===== config.mk =====
export PLATFORM = sky130hd
export DESIGN_NAME = alu_arbiter
export DESIGN_NICKNAME = d
export VERILOG_FILES = /design/src/rtl/alu_arbiter.sv
export SDC_FILE = /design/constraint.sdc
export NUM_CORES = 1
export LEC_CHECK = 0
export ABC_CLOCK_PERIOD_IN_PS = 4750
export CAP_MARGIN = 20
export CORE_AREA = 5 5 85 126
export CTS_BUF_LIST = sky130_fd_sc_hd__clkbuf_8
export DETAILED_ROUTE_END_ITERATION = 8
export DIE_AREA = 0 0 90 131
export GPL_TIMING_DRIVEN = 1
export PLACE_DENSITY = 0.63
export SETUP_SLACK_MARGIN = 0.2
export SLEW_MARGIN = 0
export SYNTH_ARGS = -nofsm -noshare
export SYNTH_HDL_FRONTEND = slang
export SYNTH_SLANG_ARGS = --single-unit

===== constraint.sdc =====
create_clock -name clk -period 4.75 [get_ports clk]
set_input_delay 0.7125 -clock clk [delete_from_list [all_inputs] [get_ports clk]]
set_output_delay 0.7125 -clock clk [all_outputs]
set_load 0.005 [all_outputs]

===== src/rtl/alu_arbiter.sv =====
// Round-robin two-port arbiter and sequencer for a shared 16-bit combinational ALU.
// Registers operands/ctrl toward the ALU, captures its result and returns a tagged response.
module alu_arbiter #(
  parameter int unsigned MUL_CYCLES = 2,
  parameter int unsigned WIDTH      = 16
) (
  input  logic             clk,
  input  logic             rst_n,
  input  logic             req0_valid,
  output logic             req0_ready,
  input  logic [2:0]       req0_op,
  input  logic [WIDTH-1:0] req0_a,
  input  logic [WIDTH-1:0] req0_b,
  input  logic             req1_valid,
  output logic             req1_ready,
  input  logic [2:0]       req1_op,
  input  logic [WIDTH-1:0] req1_a,
  input  logic [WIDTH-1:0] req1_b,
  output logic             rsp_valid,
  input  logic             rsp_ready,
  output logic             rsp_id,
  output logic [WIDTH-1:0] rsp_result,
  output logic             rsp_zero,
  output logic             rsp_err,
  output logic [WIDTH-1:0] alu_a,
  output logic [WIDTH-1:0] alu_b,
  output logic [2:0]       alu_ctrl,
  input  logic [WIDTH-1:0] alu_result,
  input  logic             alu_zero,
  output logic             busy
);

  localparam logic [2:0] OpMul = 3'b001;
  localparam logic [2:0] OpShl = 3'b010;
  localparam logic [2:0] OpXor = 3'b011;
  localparam logic [2:0] OpAdd = 3'b100;
  localparam logic [3:0] MulLoad = 4'(MUL_CYCLES - 1);

  typedef enum logic [1:0] {StIdle, StExec, StResp} state_e;

  state_e           state_q, state_d;
  logic             last_grant_q, last_grant_d;
  logic [3:0]       cnt_q, cnt_d;
  logic [WIDTH-1:0] alu_a_q, alu_a_d;
  logic [WIDTH-1:0] alu_b_q, alu_b_d;
  logic [2:0]       alu_ctrl_q, alu_ctrl_d;
  logic             id_q, id_d;
  logic [WIDTH-1:0] result_q, result_d;
  logic             zero_q, zero_d;
  logic             err_q, err_d;

  logic             any_valid;
  logic             gnt_id;
  logic             op_legal;
  logic [2:0]       sel_op;
  logic [WIDTH-1:0] sel_a;
  logic [WIDTH-1:0] sel_b;

  // Contention goes to the requester that did not win last; a lone requester always wins.
  always_comb begin
    any_valid  = req0_valid | req1_valid;
    gnt_id     = (req0_valid & req1_valid) ? ~last_grant_q : req1_valid;
    req0_ready = (state_q == StIdle) & any_valid & ~gnt_id;
    req1_ready = (state_q == StIdle) & any_valid & gnt_id;
    sel_op     = gnt_id ? req1_op : req0_op;
    sel_a      = gnt_id ? req1_a : req0_a;
    sel_b      = gnt_id ? req1_b : req0_b;
    case (sel_op)
      OpMul, OpShl, OpXor, OpAdd: op_legal = 1'b1;
      default:                    op_legal = 1'b0;
    endcase
  end

  always_comb begin
    state_d      = state_q;
    last_grant_d = last_grant_q;
    cnt_d        = cnt_q;
    alu_a_d      = alu_a_q;
    alu_b_d      = alu_b_q;
    alu_ctrl_d   = alu_ctrl_q;
    id_d         = id_q;
    result_d     = result_q;
    zero_d       = zero_q;
    err_d        = err_q;
    unique case (state_q)
      StIdle: begin
        if (any_valid) begin
          last_grant_d = gnt_id;
          id_d         = gnt_id;
          if (op_legal) begin
            alu_a_d    = sel_a;
            alu_b_d    = sel_b;
            alu_ctrl_d = sel_op;
            cnt_d      = (sel_op == OpMul) ? MulLoad : 4'd0;
            state_d    = StExec;
          end else begin
            // Illegal ops never reach the ALU; answer directly with an error.
            result_d = '0;
            zero_d   = 1'b1;
            err_d    = 1'b1;
            state_d  = StResp;
          end
        end
      end
      StExec: begin
        if (cnt_q != 4'd0) begin
          cnt_d = cnt_q - 4'd1;
        end else begin
          result_d = alu_result;
          zero_d   = alu_zero;
          err_d    = 1'b0;
          state_d  = StResp;
        end
      end
      StResp: begin
        if (rsp_ready) state_d = StIdle;
      end
      default: state_d = StIdle;
    endcase
  end

  always_ff @(posedge clk) begin
    if (!rst_n) begin
      state_q      <= StIdle;
      last_grant_q <= 1'b1;
      cnt_q        <= 4'd0;
      alu_a_q      <= '0;
      alu_b_q      <= '0;
      alu_ctrl_q   <= 3'b000;
      id_q         <= 1'b0;
      result_q     <= '0;
      zero_q       <= 1'b0;
      err_q        <= 1'b0;
    end else begin
      state_q      <= state_d;
      last_grant_q <= last_grant_d;
      cnt_q        <= cnt_d;
      alu_a_q      <= alu_a_d;
      alu_b_q      <= alu_b_d;
      alu_ctrl_q   <= alu_ctrl_d;
      id_q         <= id_d;
      result_q     <= result_d;
      zero_q       <= zero_d;
      err_q        <= err_d;
    end
  end

  always_comb begin
    rsp_valid  = (state_q == StResp);
    busy       = (state_q != StIdle);
    rsp_id     = id_q;
    rsp_result = result_q;
    rsp_zero   = zero_q;
    rsp_err    = err_q;
    alu_a      = alu_a_q;
    alu_b      = alu_b_q;
    alu_ctrl   = alu_ctrl_q;
  end

endmodule


Word level (Yosys, flattened, before mapping)
Index checks and enable logic that the tools add are counted.
{"block": "op_classes", "addsub": 1, "eq_ne": 12, "muxes": 25, "bitwise": 7, "reduce_logical": 10}
{"operator": "$mux 16", "count": 5}
{"operator": "$pmux 16 s2", "count": 1}
{"operator": "$mux 4", "count": 3}
{"operator": "$ne 2x2->1 const B", "count": 5}
{"operator": "$mux 2", "count": 4}
{"operator": "$pmux 4 s2", "count": 1}
{"operator": "$reduce_and 4->1", "count": 2}
{"operator": "$mux 1", "count": 7}
{"operator": "$eq 3x2->1 const B", "count": 2}
{"operator": "$pmux 2 s3", "count": 1}
{"operator": "$reduce_and 3->1", "count": 2}
{"operator": "$and 1x1->1", "count": 4}
{"operator": "$pmux 1 s2", "count": 2}
{"operator": "$reduce_bool 2->1", "count": 2}
{"operator": "$reduce_bool 4->1", "count": 1}
{"operator": "$reduce_or 4->1", "count": 1}
{"operator": "$sub 4x1->4 const B", "count": 1}
{"operator": "$eq 3x1->1 const B", "count": 1}
{"operator": "$eq 3x3->1 const B", "count": 1}
{"operator": "$mux 3", "count": 1}
{"operator": "$eq 2x1->1 const B", "count": 1}
{"operator": "$eq 2x2->1 const B", "count": 1}
{"operator": "$logic_not 2->1", "count": 1}
{"operator": "$ne 2x1->1 const B", "count": 1}
{"operator": "3 further kinds", "count": 4}
{"block": "totals", "ff_bits": 61, "inputBits": 92, "out_inout_bits": 58, "wordCells": 65}

Longest topological paths before layout
Gate-level depths: netlist (run 1).
{"block": "logic_depth", "ltp_word": 9, "mapped_depth": 8, "mapped_depth_nobuf": 7}

Least setup slack after synthesis (run 1)
Ideal clock, no wire load.
{"block": "synth_path", "path_kind": "input-to-output", "start": "input req1_valid", "end": "output req1_ready", "t_arrival_ns": 1.583, "t_required_ns": 4.038, "slack_ns": 2.455, "cell_stages": 5, "path_buffers": 2, "cell_sequence": "a21boi_2 buf_2 buf_1 nand2_1 inv_1"}
{"block": "synth_between", "elab_chain_len": 3, "word_cells_on_any_way": 5, "classes_between": "mux: 1; bitwise: 4"}
{"item": "start, declared", "line": "14", "source": "input logic req1_valid,"}
{"item": "$or 1x1->1 / $and 1x1->1 (equally long branches)", "line": "61, 62"}
{"item": "$and 1x1->1 / $mux 1 (equally long branches)", "line": "64, 62"}
{"item": "$and 1x1->1 (*)", "line": "64", "source": "req1_ready = (state_q == StIdle) & any_valid & gnt_id;"}
{"item": "end, declared", "line": "15", "source": "output logic req1_ready,"}
Every way passes the cells marked *; elsewhere a longest branch is shown, timed or not.

Worst setup path in the final report (run 1)
Same ends and word-level chain as after synthesis.

==> results of run 1 <==
-- logic make-up (layout without fill, tap and decap cells) --
kind of cell,Yosys count,count (layout),synth area share [%]
multiplexers,15,15,5.47
flip-flops,61,61,44.5
adder cells (fa/ha/maj),2,2,0.912
AND/OR/NAND/NOR,169,169,24.9
buffers and inverters,33,179,5.84
AO/OA/AOI/OAI,60,60,18.3
-- flip-flops by register name (all words and copies together), names as in the netlist --
signal and flops:
alu_ctrl 3, alu_b 16, last_grant_q 1, rsp_result 16, state_q 2, rsp_zero 1
cnt_q 4, rsp_id 1, alu_a 16, rsp_err 1
-- per-layer routing --
layer  track usage, %  wire [microns]  vias up
met5                0               0        -
met3             5.90             733        6
met2             27.3            4680      102
met1             15.6            3380     1315
met4             5.61              94        0
li1                 -               -     1449
-- final timing paths --
kind | to | slack [ns] | cells past startpoint
setup / recovery | req1_ready | 1.61 | 5
hold / removal | rsp_err | 0.44 | 2
setup reg to reg | alu_a[13] | 2.29 | 7
hold reg to reg | rsp_err | 0.44 | 2
-- area by class of cell --
| type | instances | area [sq um] | share of cell area (%) |
|---|---|---|---|
| repair buffers | 155 | 1540 | 34.1 |
| multi-input cells | 246 | 1370 | 30.3 |
| flip-flops and latches | 61 | 1220 | 27.1 |
| clock buffers | 12 | 165 | 3.66 |
| well taps | 115 | 144 | 3.19 |
| clock inverters | 4 | 46.3 | 1.03 |
| inverters | 8 | 30.0 | 0.666 |
-- Yosys cell counts (all sizes together), types with 3 or more instances --
| cell type | instances | area [sq um] |
|---|---|---|
| mux2i | 15 | 150 |
| a31o | 3 | 26.3 |
| nand2 | 109 | 409 |
| nand3 | 3 | 25.0 |
| o21ai | 4 | 20.0 |
| clkbuf | 13 | 48.8 |
| a21oi | 6 | 41.3 |
| nor3 | 3 | 15.0 |
| dfxtp | 61 | 1220 |
| a311oi | 35 | 307 |
| buf | 12 | 81.3 |
| inv | 7 | 26.3 |
| nor2 | 43 | 161 |
| nand2b | 4 | 25.0 |
-- metrics by stage --
| stage | area, sq um | utilization [%] | setup WS [ns] |
|---|---|---|---|
| finish | 4510 | 47.4 | 1.61 |
| global route | 4510 | 47.4 | 1.51 |
| CTS | 4510 | 47.4 | 1.59 |
| detailed placement | 4300 | 45.2 | 1.39 |
| global placement | 4300 | 45.2 | 1.49 |
| floorplan | 2740 | - | 2.45 |
-- cells in the final DEF (no fill, tap or decap), types with 2 or more instances in the layout --
cell type                         instances
sky130_fd_sc_hd__ha_1                     2
sky130_fd_sc_hd__nor3_1                   3
sky130_fd_sc_hd__a31o_2                   3
sky130_fd_sc_hd__a211oi_1                 2
sky130_fd_sc_hd__or3_1                    2
sky130_fd_sc_hd__mux2i_1                 15
sky130_fd_sc_hd__nand2_1                109
sky130_fd_sc_hd__a21oi_1                  5
sky130_fd_sc_hd__a311oi_1                35
sky130_fd_sc_hd__nor2_1                  43
sky130_fd_sc_hd__inv_1                    8
sky130_fd_sc_hd__nor2b_1                  2
sky130_fd_sc_hd__dfxtp_1                 61
sky130_fd_sc_hd__o21ai_0                  3
sky130_fd_sc_hd__buf_4                    6
sky130_fd_sc_hd__nand2b_1                 4
sky130_fd_sc_hd__clkdlybuf4s50_1        149
sky130_fd_sc_hd__nand3_2                  2
sky130_fd_sc_hd__clkbuf_8                12
-- critical path, delay by kind of cell --
family / cells / cell delay, ns
AO/OA/AOI/OAI: 1 / 0.45
buffers and inverters: 3 / 1.09
AND/OR/NAND/NOR: 1 / 0.17
-- report_power, final --
part / switching, mW / internal (mW) / leakage [nW]
sequential: 0.0393 / 0.578 / 0.500
combinational: 0.210 / 0.268 / 1.12
clock: 0.200 / 0.283 / 0.110
total: 0.450 / 1.13 / 1.73
==> reports/metrics.json, run 1 <==
{
  "yosys": {
    "async_s_r_ff_share_synth_pct": 0,
    "post_synth.cell_area_avg_sq_um": 8.07,
    "fraction_of_the_yosys_area_taken_by_sequential_cells_pct": 44.5,
    "number_of_enable_type_register_cells_in_the_synthesized_netlist": 0,
    "synth_cell_types": 38,
    "ys_seq_elements": 61,
    "synth_nets": 434,
    "area_of_the_mapped_netlist_sq_um": 2740,
    "dominantRegCellSynth": "sky130_fd_sc_hd__dfxtp_1",
    "synth_warnings": 0,
    "synthCells": 340
  },
  "worst_setup_path": {
    "most_frequent_cell_on_critical_path": "sky130_fd_sc_hd__clkdlybuf4s50_1",
    "worst-setup-path-type": "input pin to output pin",
    "critPathLaunchType": "input pin",
    "cp_slowest_stage_delay_ns": 0.52,
    "cp_data_arrival_time_ns": 2.43,
    "worstPathCellList": "clkdlybuf4s50_1, a21boi_4, nand2_1, inv_1, clkdlybuf4s50_1",
    "worstSetupEndpointType": "output pin",
    "required_ns": 4.04,
    "r2r_start": "last_grant_q",
    "crit_fanout": 14,
    "critical_path.startpoint": "req1_valid",
    "critical-path-slowest-cell": "sky130_fd_sc_hd__clkdlybuf4s50_1"
  },
  "flow_run": {
    "maxCapViolCount": 0
  },
  "sta": {
    "timing.final.crit_period_ns": 3.14,
    "max_slew.worst_pin.slew_ns": 0.946,
    "clock-skew-final_ns": 0.00482,
    "achievable-frequency_ghz": 0.318,
    "hold_viol_final": 0,
    "max-slew-margin-rel_pct": 36.9,
    "final_period_util_pct": 66.1,
    "fin_tns_setup_ns": 0,
    "finalHoldWorstSlack_ns": 0.444,
    "setup-violations-final": 0,
    "rsz0062_at_grt": "false",
    "slew_viol_final": 0
  },
  "route": {
    "routed_wire_per_std_cell_microns": 14.8,
    "dr_total_vias": 2872,
    "avgViaCountPerCell": 4.78,
    "finalWirelength_microns": 8890,
    "drt_pre_antenna_iters": 4,
    "drtIter0Drc": 93,
    "drtAntennaViolNets": 0,
    "route.detailed.drc": 0
  },
  "clock_network": {
    "cts_setup_buffers": 0,
    "post_cts_resized": 0,
    "cts_buffers": 9,
    "clk_root_buffer_cell": "sky130_fd_sc_hd__clkbuf_8",
    "holdBufCountCts": 0,
    "clkSlewWorstSetupHoldPaths_ns": 0.07,
    "cts_htree_levels": 3,
    "tritoncts_clock_tree": "built",
    "cts_sinks": 61,
    "clock_tree.buffer_depth": 2,
    "worstSkewPairLatency_ns": 0.33
  },
  "finish": {
    "antenna-diode-count": 0,
    "nFillCells": 905,
    "drive_above_1_share_pct": 6.17,
    "post_layout_nonfiller_instances": 601,
    "nets": 575,
    "synthToLayoutAreaGrowth_pct": 64.5
  },
  "die": {
    "initial_utilization_pct": 28.8,
    "die_height_microns": 131,
    "io_pins": 150,
    "dieWidth_microns": 90,
    "die_area_sq_um": 11800,
    "coreArea_sq_um": 9520,
    "fp_rows": 44
  },
  "min_path": {
    "worstHoldPathType": "register to register",
    "hold_path.startpoint": "rsp_err"
  },
  "power": {
    "report.power.total_mw": 1.58,
    "ir_drop_mv": 0.176,
    "power.density_nw_per_um2": 350,
    "p_leak_nw": 1.73
  },
  "global_routing": {
    "grt_overflow": 0,
    "grt_antenna_before_repair": 0,
    "grt_pass1_vias": 3013,
    "track_usage_pct": 15.0,
    "grt_start_max_net_pins": 43,
    "grt_first_pass_wirelength_microns": 14500
  },
  "place": {
    "post_placement_cell_count": 585,
    "gp_congestion": 0.722,
    "buffer_ports.inserted": 149,
    "place_hpwl_microns": 6760
  },
  "status": {
    "outcome": "completed"
  }
}
(Power assumes the default switching activity.)
==> run 2, diff against run 1 <==
--- a/config.mk
+++ b/config.mk
@@ -5,14 +5,14 @@
 export SDC_FILE = /design/constraint.sdc
 export NUM_CORES = 1
 export LEC_CHECK = 0
-export ABC_CLOCK_PERIOD_IN_PS = 4750
+export ABC_CLOCK_PERIOD_IN_PS = 2700
 export CAP_MARGIN = 20
 export CORE_AREA = 5 5 85 126
 export CTS_BUF_LIST = sky130_fd_sc_hd__clkbuf_8
 export DETAILED_ROUTE_END_ITERATION = 8
 export DIE_AREA = 0 0 90 131
 export GPL_TIMING_DRIVEN = 1
-export PLACE_DENSITY = 0.63
+export PLACE_DENSITY = 0.65
 export SETUP_SLACK_MARGIN = 0.2
 export SLEW_MARGIN = 0
 export SYNTH_ARGS = -nofsm -noshare
==> constraint.sdc (replaced) <==
create_clock -name clk -period 2.7 [get_ports clk]
set_input_delay 0.405 -clock clk [delete_from_list [all_inputs] [get_ports clk]]
set_output_delay 0.405 -clock clk [all_outputs]
set_load 0.005 [all_outputs]
==> reports/metrics.json, run 2 (same netlist as run 1, synthesis figures left out) <==
{
  "status": {
    "outcome": "completed"
  },
  "sta": {
    "setup-violations-final": {"value": 0, "change": "unchanged"},
    "timing.final.crit_period_ns": 2.33,
    "achievable-frequency_ghz": 0.429,
    "max_slew.worst_pin.slew": {"value": 0.467, "unit": "ns", "change": "-0.479 ns"},
    "slew_viol_final": {"value": 0, "change": "unchanged"},
    "max-slew-margin-rel": {"value": 68.9, "unit": "%", "change": "+32 points"},
    "hold_viol_final": {"value": 0, "change": "unchanged"},
    "setup_ws": {"value": 0.368, "unit": "ns", "change": "-1.24 ns"},
    "clock-skew-final": {"value": 0.00697, "unit": "ns", "change": "+0.00215 ns"},
    "rsz0062_at_grt": "false",
    "finalHoldWorstSlack": {"value": 0.454, "unit": "ns", "change": "+0.0105 ns"},
    "fin_tns_setup": {"value": 0, "unit": "ns", "change": "unchanged"},
    "final_period_util_pct": 86.4
  },
  "flow_run": {
    "maxCapViolCount": {"value": 0, "change": "unchanged"}
  },
  "worst_setup_path": {
    "most_frequent_cell_on_critical_path": "sky130_fd_sc_hd__clkdlybuf4s50_1",
    "critical_path_depth": {"value": 5, "change": "unchanged"},
    "worst-path-buf-inv": {"value": 2, "change": "-1"},
    "cp_slowest_stage_delay": {"value": 0.50, "unit": "ns", "change": "-0.02 ns"},
    "cp_data_arrival_time": {"value": 1.93, "unit": "ns", "change": "-0.50 ns"},
    "critPathLaunchType": "input pin",
    "worstSetupEndpointType": "output pin",
    "critical_path.startpoint": "req0_valid",
    "worst-setup-path-type": "input pin to output pin",
    "crit_fanout": {"value": 5, "change": "-9"},
    "critical-path-slowest-cell": "sky130_fd_sc_hd__clkdlybuf4s50_1",
    "worstPathCellList": "clkdlybuf4s50_1, or2_2, nand2_1, nor2_1, clkdlybuf4s50_1",
    "r2r.worst_path.cells": {"value": 6, "change": "-1"},
    "required": {"value": 2.30, "unit": "ns", "change": "-1.74 ns"},
    "r2r_start": "state_q[0]",
    "crit_family": "buffers and inverters"
  },
  "global_routing": {
    "track_usage": {"value": 14.4, "unit": "%", "change": "-0.61 points"},
    "grt_overflow": {"value": 0, "change": "unchanged"},
    "grt_pass1_vias": {"value": 2893, "change": "-4.0%"},
    "grt_first_pass_wirelength": {"value": 13700, "unit": "microns", "change": "-5.3%"},
    "grt_antenna_before_repair": {"value": 0, "change": "unchanged"},
    "grt_start_max_net_pins": {"value": 73, "change": "+70%"}
  },
  "route": {
    "dr_total_vias": {"value": 2890, "change": "+0.63%"},
    "avgViaCountPerCell": {"value": 4.78, "change": "+0.13%"},
    "wl_met1": {"value": 3640, "unit": "microns", "change": "+7.8%"},
    "route.top_layer_used": "met4",
    "wire_length_on_met3": {"value": 620, "unit": "microns", "change": "-15%"},
    "wl_met2": {"value": 4280, "unit": "microns", "change": "-8.6%"},
    "drtIter0Drc": {"value": 94, "change": "+1.1%"},
    "drtAntennaViolNets": {"value": 0, "change": "unchanged"},
    "finalWirelength": {"value": 8640, "unit": "microns", "change": "-2.7%"},
    "drt_pre_antenna_iters": {"value": 4, "change": "unchanged"},
    "routed_wire_per_std_cell": {"value": 14.3, "unit": "microns", "change": "-3.2%"},
    "route.detailed.drc": {"value": 0, "change": "unchanged"}
  },
  "clock_network": {
    "cts_buffers": {"value": 9, "change": "unchanged"},
    "clkSlewWorstSetupHoldPaths": {"value": 0.07, "unit": "ns", "change": "about the same"},
    "clock_tree.buffer_depth": {"value": 2, "change": "unchanged"},
    "tritoncts_clock_tree": "built",
    "clk_root_buffer_cell": "sky130_fd_sc_hd__clkbuf_8",
    "holdBufCountCts": {"value": 0, "change": "unchanged"},
    "cts_sinks": {"value": 61, "change": "unchanged"},
    "post_cts_resized": {"value": 0, "change": "unchanged"},
    "cts_htree_levels": {"value": 3, "change": "unchanged"},
    "worstSkewPairLatency": {"value": 0.34, "unit": "ns", "change": "about the same"},
    "cts_setup_buffers": {"value": 0, "change": "unchanged"}
  },
  "finish": {
    "post_layout_nonfiller_instances": {"value": 604, "change": "+0.50%"},
    "register_area": {"value": 1220, "unit": "sq um", "change": "unchanged"},
    "drive_above_1_share": {"value": 6.75, "unit": "%", "change": "+0.58 points"},
    "nFillCells": {"value": 932, "change": "+3.0%"},
    "mostFrequentLayoutCell": "sky130_fd_sc_hd__clkdlybuf4s50_1",
    "multiInputGateArea": {"value": 1370, "unit": "sq um", "change": "unchanged"},
    "synthToLayoutAreaGrowth_pct": 66.3,
    "antenna-diode-count": {"value": 0, "change": "unchanged"},
    "nets": {"value": 578, "change": "+0.52%"},
    "most-common-layout-cells": "sky130_fd_sc_hd__clkdlybuf4s50_1 (149), sky130_fd_sc_hd__nand2_1 (109), sky130_fd_sc_hd__dfxtp_1 (61)"
  },
  "power": {
    "ir_drop": {"value": 0.312, "unit": "mV", "change": "+78%"},
    "p_leak": {"value": 1.75, "unit": "nW", "change": "+1.7%"},
    "power.density": {"value": 625, "unit": "nW/um^2", "change": "+79%"}
  },
  "min_path": {
    "timing.hold.worst_path_depth": {"value": 2, "change": "unchanged"},
    "hold_path.startpoint": "rsp_err",
    "worstHoldPathType": "register to register"
  },
  "place": {
    "buffer_ports.inserted": {"value": 149, "change": "unchanged"},
    "post_placement_cell_count": {"value": 588, "change": "+0.51%"},
    "dp_worst_setup_slack": {"value": 0.342, "unit": "ns", "change": "-1.05 ns"},
    "place_hpwl": {"value": 6280, "unit": "microns", "change": "-7.2%"},
    "gp_congestion": {"value": 0.798, "change": "+10%"}
  },
  "die": {
    "fp_rows": {"value": 44, "change": "unchanged"},
    "die_area": {"value": 11800, "unit": "sq um", "change": "unchanged"},
    "dieWidth": {"value": 90, "unit": "microns", "change": "unchanged"},
    "initial_utilization": {"value": 28.8, "unit": "%", "change": "unchanged"},
    "die_height": {"value": 131, "unit": "microns", "change": "unchanged"},
    "coreArea": {"value": 9520, "unit": "sq um", "change": "unchanged"},
    "io_pins": {"value": 150, "change": "unchanged"}
  }
}
-- run 2: changes by cell type in the layout (fill, tap and decap cells not counted), sizes merged --
| cell | previous run | this run |
|---|---|---|
| bufinv | 1 | 2 |
| clkbuf | 12 | 11 |
| buf | 6 | 9 |
| clkinvlp | 1 | 0 |
| clkinv | 2 | 3 |
-- run 2: stage by stage --
step / power, mW / utilization [%] / area [sq um]
6_report: 2.85 / 47.9 / 4560
5_1_grt: 3.03 / 47.9 / 4560
4_1_cts: 2.90 / 47.9 / 4560
3_5_place_dp: 1.97 / 45.5 / 4340
3_3_place_gp: 1.95 / 45.5 / 4340
2_1_floorplan: 1.52 / - / 2740
-- run 2: power by group --
part	internal (mW)	leakage, nW	switching, mW
logic	0.484	1.13	0.367
clock network	0.564	0.121	0.352
registers	1.02	0.500	0.0651
-- run 2: path summary, 6_finish.rpt --
path           endpoint  slack (ns)
max          req0_ready        0.37
min             rsp_err        0.45
max reg2reg    alu_a[7]        0.84
min reg2reg     rsp_err        0.45
-- run 2: layout make-up --
type,count,share of cell area (%)
flip-flops and latches,61,26.8
inverters,8,0.658
well taps,115,3.16
multi-input cells,246,30.0
repair buffers,158,34.5
clock inverters,5,1.62
clock buffers,11,3.32
-- run 2: routing by layer --
layer / global-route usage (%) / vias up
met1: 15.6 / 1321
li1: - / 1450
met5: 0 / -
met3: 5.61 / 9
met4: 5.61 / 0
met2: 25.3 / 110
-- run 2: worst register-to-register path, cell delays in order (launching register included) --
cell and delay (ns):
sky130_fd_sc_hd__dfxtp_1 0.35, sky130_fd_sc_hd__nor2_1 0.32, sky130_fd_sc_hd__nand2_1 0.24, sky130_fd_sc_hd__a21oi_4 0.19, sky130_fd_sc_hd__buf_12 0.28, sky130_fd_sc_hd__nor2_1 0.11
sky130_fd_sc_hd__a311oi_1 0.27
